$ cat src/rtl/cp0_wb_sink.sv
// CP0 register file fed by the write-back stage's mtc0 triple: Count/Compare
// timer, Status/Cause/EPC bookkeeping for memory-stage exceptions, mfc0 read port.
module cp0_wb_sink #(
  parameter logic [31:0] PRID_VAL   = 32'h00480102,
  parameter logic [31:0] CONFIG_VAL = 32'h00008000
) (
  input  logic        clk,
  input  logic        rst,
  input  logic        we_i,
  input  logic [4:0]  waddr_i,
  input  logic [31:0] data_i,
  input  logic [4:0]  raddr_i,
  input  logic [5:0]  int_i,
  input  logic [31:0] excepttype_i,
  input  logic [31:0] current_inst_addr_i,
  input  logic        is_in_delayslot_i,
  output logic [31:0] data_o,
  output logic [31:0] count_o,
  output logic [31:0] compare_o,
  output logic [31:0] status_o,
  output logic [31:0] cause_o,
  output logic [31:0] epc_o,
  output logic [31:0] config_o,
  output logic [31:0] prid_o,
  output logic        timer_int_o
);

  localparam logic [4:0] REG_COUNT   = 5'd9;
  localparam logic [4:0] REG_COMPARE = 5'd11;
  localparam logic [4:0] REG_STATUS  = 5'd12;
  localparam logic [4:0] REG_CAUSE   = 5'd13;
  localparam logic [4:0] REG_EPC     = 5'd14;
  localparam logic [4:0] REG_PRID    = 5'd15;
  localparam logic [4:0] REG_CONFIG  = 5'd16;

  localparam logic [31:0] STATUS_RST = 32'h10000000;
  // mtc0 may only touch IV, WP and the software interrupt bits IP[1:0].
  localparam logic [31:0] CAUSE_WMASK = 32'h00C00300;

  localparam logic [31:0] EXC_INT     = 32'h00000001;
  localparam logic [31:0] EXC_SYSCALL = 32'h00000008;
  localparam logic [31:0] EXC_RI      = 32'h0000000a;
  localparam logic [31:0] EXC_TRAP    = 32'h0000000d;
  localparam logic [31:0] EXC_OV      = 32'h0000000c;
  localparam logic [31:0] EXC_ERET    = 32'h0000000e;

  // Returns {recognised, ExcCode} for non-eret exception types.
  function automatic logic [5:0] exc_decode(input logic [31:0] t);
    logic [5:0] r;
    r = 6'd0;
    case (t)
      EXC_INT:     r = {1'b1, 5'd0};
      EXC_SYSCALL: r = {1'b1, 5'd8};
      EXC_RI:      r = {1'b1, 5'd10};
      EXC_TRAP:    r = {1'b1, 5'd13};
      EXC_OV:      r = {1'b1, 5'd12};
      default:     r = 6'd0;
    endcase
    return r;
  endfunction

  logic [31:0] count_q,   count_d;
  logic [31:0] compare_q, compare_d;
  logic [31:0] status_q,  status_d;
  logic [31:0] cause_q,   cause_d;
  logic [31:0] epc_q,     epc_d;
  logic        timer_q,   timer_d;

  logic        wr_count, wr_compare, wr_status, wr_cause, wr_epc;
  logic [5:0]  exc_info;
  logic        exc_take, exc_eret;

  always_comb begin
    wr_count   = we_i && (waddr_i == REG_COUNT);
    wr_compare = we_i && (waddr_i == REG_COMPARE);
    wr_status  = we_i && (waddr_i == REG_STATUS);
    wr_cause   = we_i && (waddr_i == REG_CAUSE);
    wr_epc     = we_i && (waddr_i == REG_EPC);
    exc_info   = exc_decode(excepttype_i);
    exc_take   = exc_info[5];
    exc_eret   = (excepttype_i == EXC_ERET);
  end

  always_comb begin
    count_d   = wr_count ? data_i : count_q + 32'd1;
    compare_d = compare_q;
    timer_d   = timer_q;
    status_d  = status_q;
    cause_d   = cause_q;
    epc_d     = epc_q;

    // A Compare write acknowledges the timer even if a match occurs this cycle.
    if (wr_compare) begin
      compare_d = data_i;
      timer_d   = 1'b0;
    end else if ((compare_q != 32'd0) && (count_q == compare_q)) begin
      timer_d = 1'b1;
    end

    if (wr_status) status_d = data_i;
    if (wr_epc)    epc_d    = data_i;
    if (wr_cause)  cause_d  = (cause_q & ~CAUSE_WMASK) | (data_i & CAUSE_WMASK);
    cause_d[15:10] = int_i;

    // Exception updates are layered on top of the mtc0 result.
    if (exc_take) begin
      if (!status_q[1]) begin
        if (is_in_delayslot_i) begin
          epc_d       = current_inst_addr_i - 32'd4;
          cause_d[31] = 1'b1;
        end else begin
          epc_d       = current_inst_addr_i;
          cause_d[31] = 1'b0;
        end
      end
      status_d[1]   = 1'b1;
      cause_d[6:2]  = exc_info[4:0];
    end else if (exc_eret) begin
      status_d[1] = 1'b0;
    end
  end

  always_ff @(posedge clk) begin
    if (!rst) begin
      count_q   <= 32'd0;
      compare_q <= 32'd0;
      status_q  <= STATUS_RST;
      cause_q   <= 32'd0;
      epc_q     <= 32'd0;
      timer_q   <= 1'b0;
    end else begin
      count_q   <= count_d;
      compare_q <= compare_d;
      status_q  <= status_d;
      cause_q   <= cause_d;
      epc_q     <= epc_d;
      timer_q   <= timer_d;
    end
  end

  always_comb begin
    data_o = 32'd0;
    case (raddr_i)
      REG_COUNT:   data_o = count_q;
      REG_COMPARE: data_o = compare_q;
      REG_STATUS:  data_o = status_q;
      REG_CAUSE:   data_o = cause_q;
      REG_EPC:     data_o = epc_q;
      REG_PRID:    data_o = PRID_VAL;
      REG_CONFIG:  data_o = CONFIG_VAL;
      default:     data_o = 32'd0;
    endcase
  end

  assign count_o     = count_q;
  assign compare_o   = compare_q;
  assign status_o    = status_q;
  assign cause_o     = cause_q;
  assign epc_o       = epc_q;
  assign config_o    = CONFIG_VAL;
  assign prid_o      = PRID_VAL;
  assign timer_int_o = timer_q;

endmodule

$ cat config.mk
export PLATFORM = sky130hd
export DESIGN_NAME = cp0_wb_sink
export DESIGN_NICKNAME = d
export VERILOG_FILES = /design/src/rtl/cp0_wb_sink.sv
export SDC_FILE = /design/constraint.sdc
export NUM_CORES = 1
export LEC_CHECK = 0
export ABC_CLOCK_PERIOD_IN_PS = 2900
export CAP_MARGIN = 20
export CORE_MARGIN = 2
export CORE_UTILIZATION = 42
export DETAILED_ROUTE_END_ITERATION = 12
export PLACE_DENSITY_LB_ADDON = 0.05
export SLEW_MARGIN = 20
export SYNTH_ARGS = -nofsm -noshare
export SYNTH_HDL_FRONTEND = slang
export SYNTH_SLANG_ARGS = --single-unit
$ cat constraint.sdc
create_clock -name clk -period 2.9 [get_ports clk]
set_input_delay 0.29 -clock clk [delete_from_list [all_inputs] [get_ports clk]]
set_output_delay 0.29 -clock clk [all_outputs]
set_load 0.01 [all_outputs]
==> flow_metrics.py <==
metrics = {
    "run_status": {
        "outcome": "finished, final reports clean",
    },
    "logic_synthesis": {
        "dominantRegCellSynth": "dfxtp_1",
        "synth_top_area_share_pct": 33.1,
        "async_reset_ff_share_pct": 0,
        "synth_edf_count": 0,
        "yosys-top-cells-area": "dfxtp_1 (33%), mux2i_1 (9.4%), buf_4 (7.1%)",
        "netlist_top_cells_count": "dfxtp_1 (144), nand2_1 (90), nor2_1 (87), buf_4 (82), mux2i_1 (82)",
        "syn_area_um2": 8700,
        "post_synth.cell_area_avg_um2": 8.66,
        "synthCells": 1005,
        "yosys_warnings": 0,
        "ys_seq_elements": 144,
        "yosysMostFrequentCell": "dfxtp_1",
        "synth.distinct_cells": 65,
        "seq_area_frac_synth_pct": 33.1,
        "synth_area_leader_cell": "dfxtp_1",
    },
    "final_layout": {
        "drive_gt1_share_pct": 8.42,
        "area_delta_synth_final_pct": 40.1,
        "utilization_pct": 60.1,
        "finalNonFillerCells": 1556,
        "nFillCells": 1807,
        "fin_nets": 1389,
    },
    "worst_hold_path": {
        "hold_depth": 2,
        "min_to": "cause_o[14]",
        "worst_hold_path_type": "input port to flop",
        "min_from": "int_i[4]",
    },
    "pwr": {
        "irDropWorstVdd_v": 0.000384,
        "power.leakage_nw": 4.32,
        "power_density_nw_per_um2": 385,
        "power.total_mw": 4.69,
    },
    "drt": {
        "drc": 0,
        "via_per_inst": 5.47,
        "dr.first_iter.drc_count": 720,
        "num_vias": 8519,
        "wl_per_cell_um": 21.1,
        "routed_wl_um": 32900,
        "drt.antenna.violating_nets": 0,
        "dr.pass1.iters": 5,
    },
    "clocking": {
        "cts-resized-gates": 0,
        "ctsHtreeMaxLevel": 4,
        "cts_tree": "done",
        "cts-root-buf": "clkbuf_16",
        "post_cts_buffers": 0,
        "clk_pin_slew_ns": 0.06,
        "ctsHoldBuffers": 0,
        "cts.path.max_buffers": 2,
        "cts_buffers": 17,
        "cts_sinks": 144,
        "insertion_delay_ns": 0.42,
    },
    "grt": {
        "grt_pass1_wl_um": 47900,
        "overflow": 0,
        "grtUsageTotal_pct": 28.8,
        "antenna_found_initial": 3,
        "grt_max_degree": 63,
        "grt_pass1_vias": 7807,
    },
    "setup_path": {
        "reg2reg_from": "count_o[1]",
        "critPathArrivalTime_ns": 2.46,
        "reg2reg_to": "count_o[28]",
        "ff2ff_path_depth": 6,
        "crit_fanout": 20,
        "cp-end-kind": "primary output",
        "reg2reg_slack_ns": 0.59,
        "cp-start-kind": "input port",
        "crit_type": "input port to primary output",
        "required_ns": 2.61,
    },
    "flow_run": {
        "drv_cap": 0,
    },
    "placed_design": {
        "dp.cells": 1522,
        "port_buffers": 291,
        "gp_congestion": 0.905,
        "post-dp-hpwl_um": 25100,
    },
    "timing": {
        "worstMarginPinSlew_ns": 0.758,
        "rsz0062_at_grt": "no",
        "fin_crit_ns": 2.75,
        "timing.fmax_ghz": 0.364,
        "tns_ns": 0,
        "setup_viol": 0,
        "hold_viol_final": 0,
        "slew_violations": 0,
        "fin_skew_ns": 0.00705,
        "relSlewSlack_pct": 49.1,
        "timing.final.crit_share_pct": 94.7,
    },
    "floorplan": {
        "die_x_um": 148,
        "start_util_pct": 42.9,
        "io-pin-count": 373,
        "dieArea_um2": 21900,
        "core_region_area_um2": 20300,
        "rows": 52,
        "fp.dieH_um": 148,
    },
}
[sequential cells by signal (all words and copies together) (netlist names)]
register	count
compare_o	32
count_o	32
cause_o	15
status_o	32
epc_o	32
timer_int_o	1
[cell families after synthesis]
family,count (synthesis),share of synthesized area [%]
xor gates and xnor gates,87,8.76
buffers and inverters,152,10.5
AOI/OAI and AO/OA,200,15.7
muxes,97,11.4
other,2,0.0863
and+or+nand+nor,321,20.2
DFF,144,33.1
adders and majority gates,2,0.288
[metal layers]
metal	GRT usage [%]	vias to the layer above	share of wire [%]
li1	-	3979	-
met1	40.3	4034	44
met2	43.5	457	44
met3	7.22	49	9.7
met4	9.24	0	2.8
met5	0	-	0
[cells in the final DEF, fill, tap and decap left out, types with 23 or more instances in the layout]
cell             count
conb_1              81
o21ai_0             43
nand2_1             90
nand4_1             23
mux2i_1             82
dfxtp_1            144
xnor2_1             56
nor2_1              87
a221o_1             30
clkdlybuf4s50_1    290
a21oi_1             67
xor2_1              31
a211oi_1            23
[final cells by class]
cell class	instances	area (µm²)	area share, %
Multi-Input combinational cell	788	5220	42.8
Tap cell	270	338	2.77
Sequential cell	144	2880	23.6
Clock inverter	13	116	0.954
Antenna cell	3	7.51	0.0616
Clock buffer	18	429	3.52
Inverter	4	15.0	0.123
Timing Repair Buffer	316	3180	26.1
[stage by stage]
step	instance area (µm²)	setup slack, ns	hold WS, ns
2_1_floorplan	9000	0.976	0.414
3_3_place_gp	11600	0.227	0.462
6_report	12200	0.154	0.448
3_5_place_dp	11600	0.194	0.469
5_1_grt	12200	0.0628	0.453
4_1_cts	12200	0.190	0.434
[power breakdown]
group | leakage (nW) | internal, mW | total, mW | switching, mW
combinational | 2.90 | 0.286 | 0.599 | 0.313
sequential | 1.16 | 2.00 | 2.04 | 0.0359
clock | 0.250 | 1.17 | 2.05 | 0.878
total | 4.32 | 3.46 | 4.69 | 1.23
[worst max-delay path by stage]
stage / cells after the start / end / startpoint
final: 7 / data_o[31] / raddr_i[3]
after global routing: 8 / data_o[9] / raddr_i[3]
after CTS: 8 / data_o[9] / raddr_i[3]
after detailed placement: 8 / data_o[9] / raddr_i[3]
after global placement: 8 / data_o[5] / raddr_i[3]
after floorplan: 6 / data_o[11] / raddr_i[3]
[critical path, cell delays in order]
cell and delay, ns:
clkdlybuf4s50_1 0.47, nor2b_1 0.25, and3_1 0.27, nor2b_2 0.24, buf_12 0.19, a221o_1 0.19
clkdlybuf4s50_1 0.55
Power figures use the tool's default switching activity.
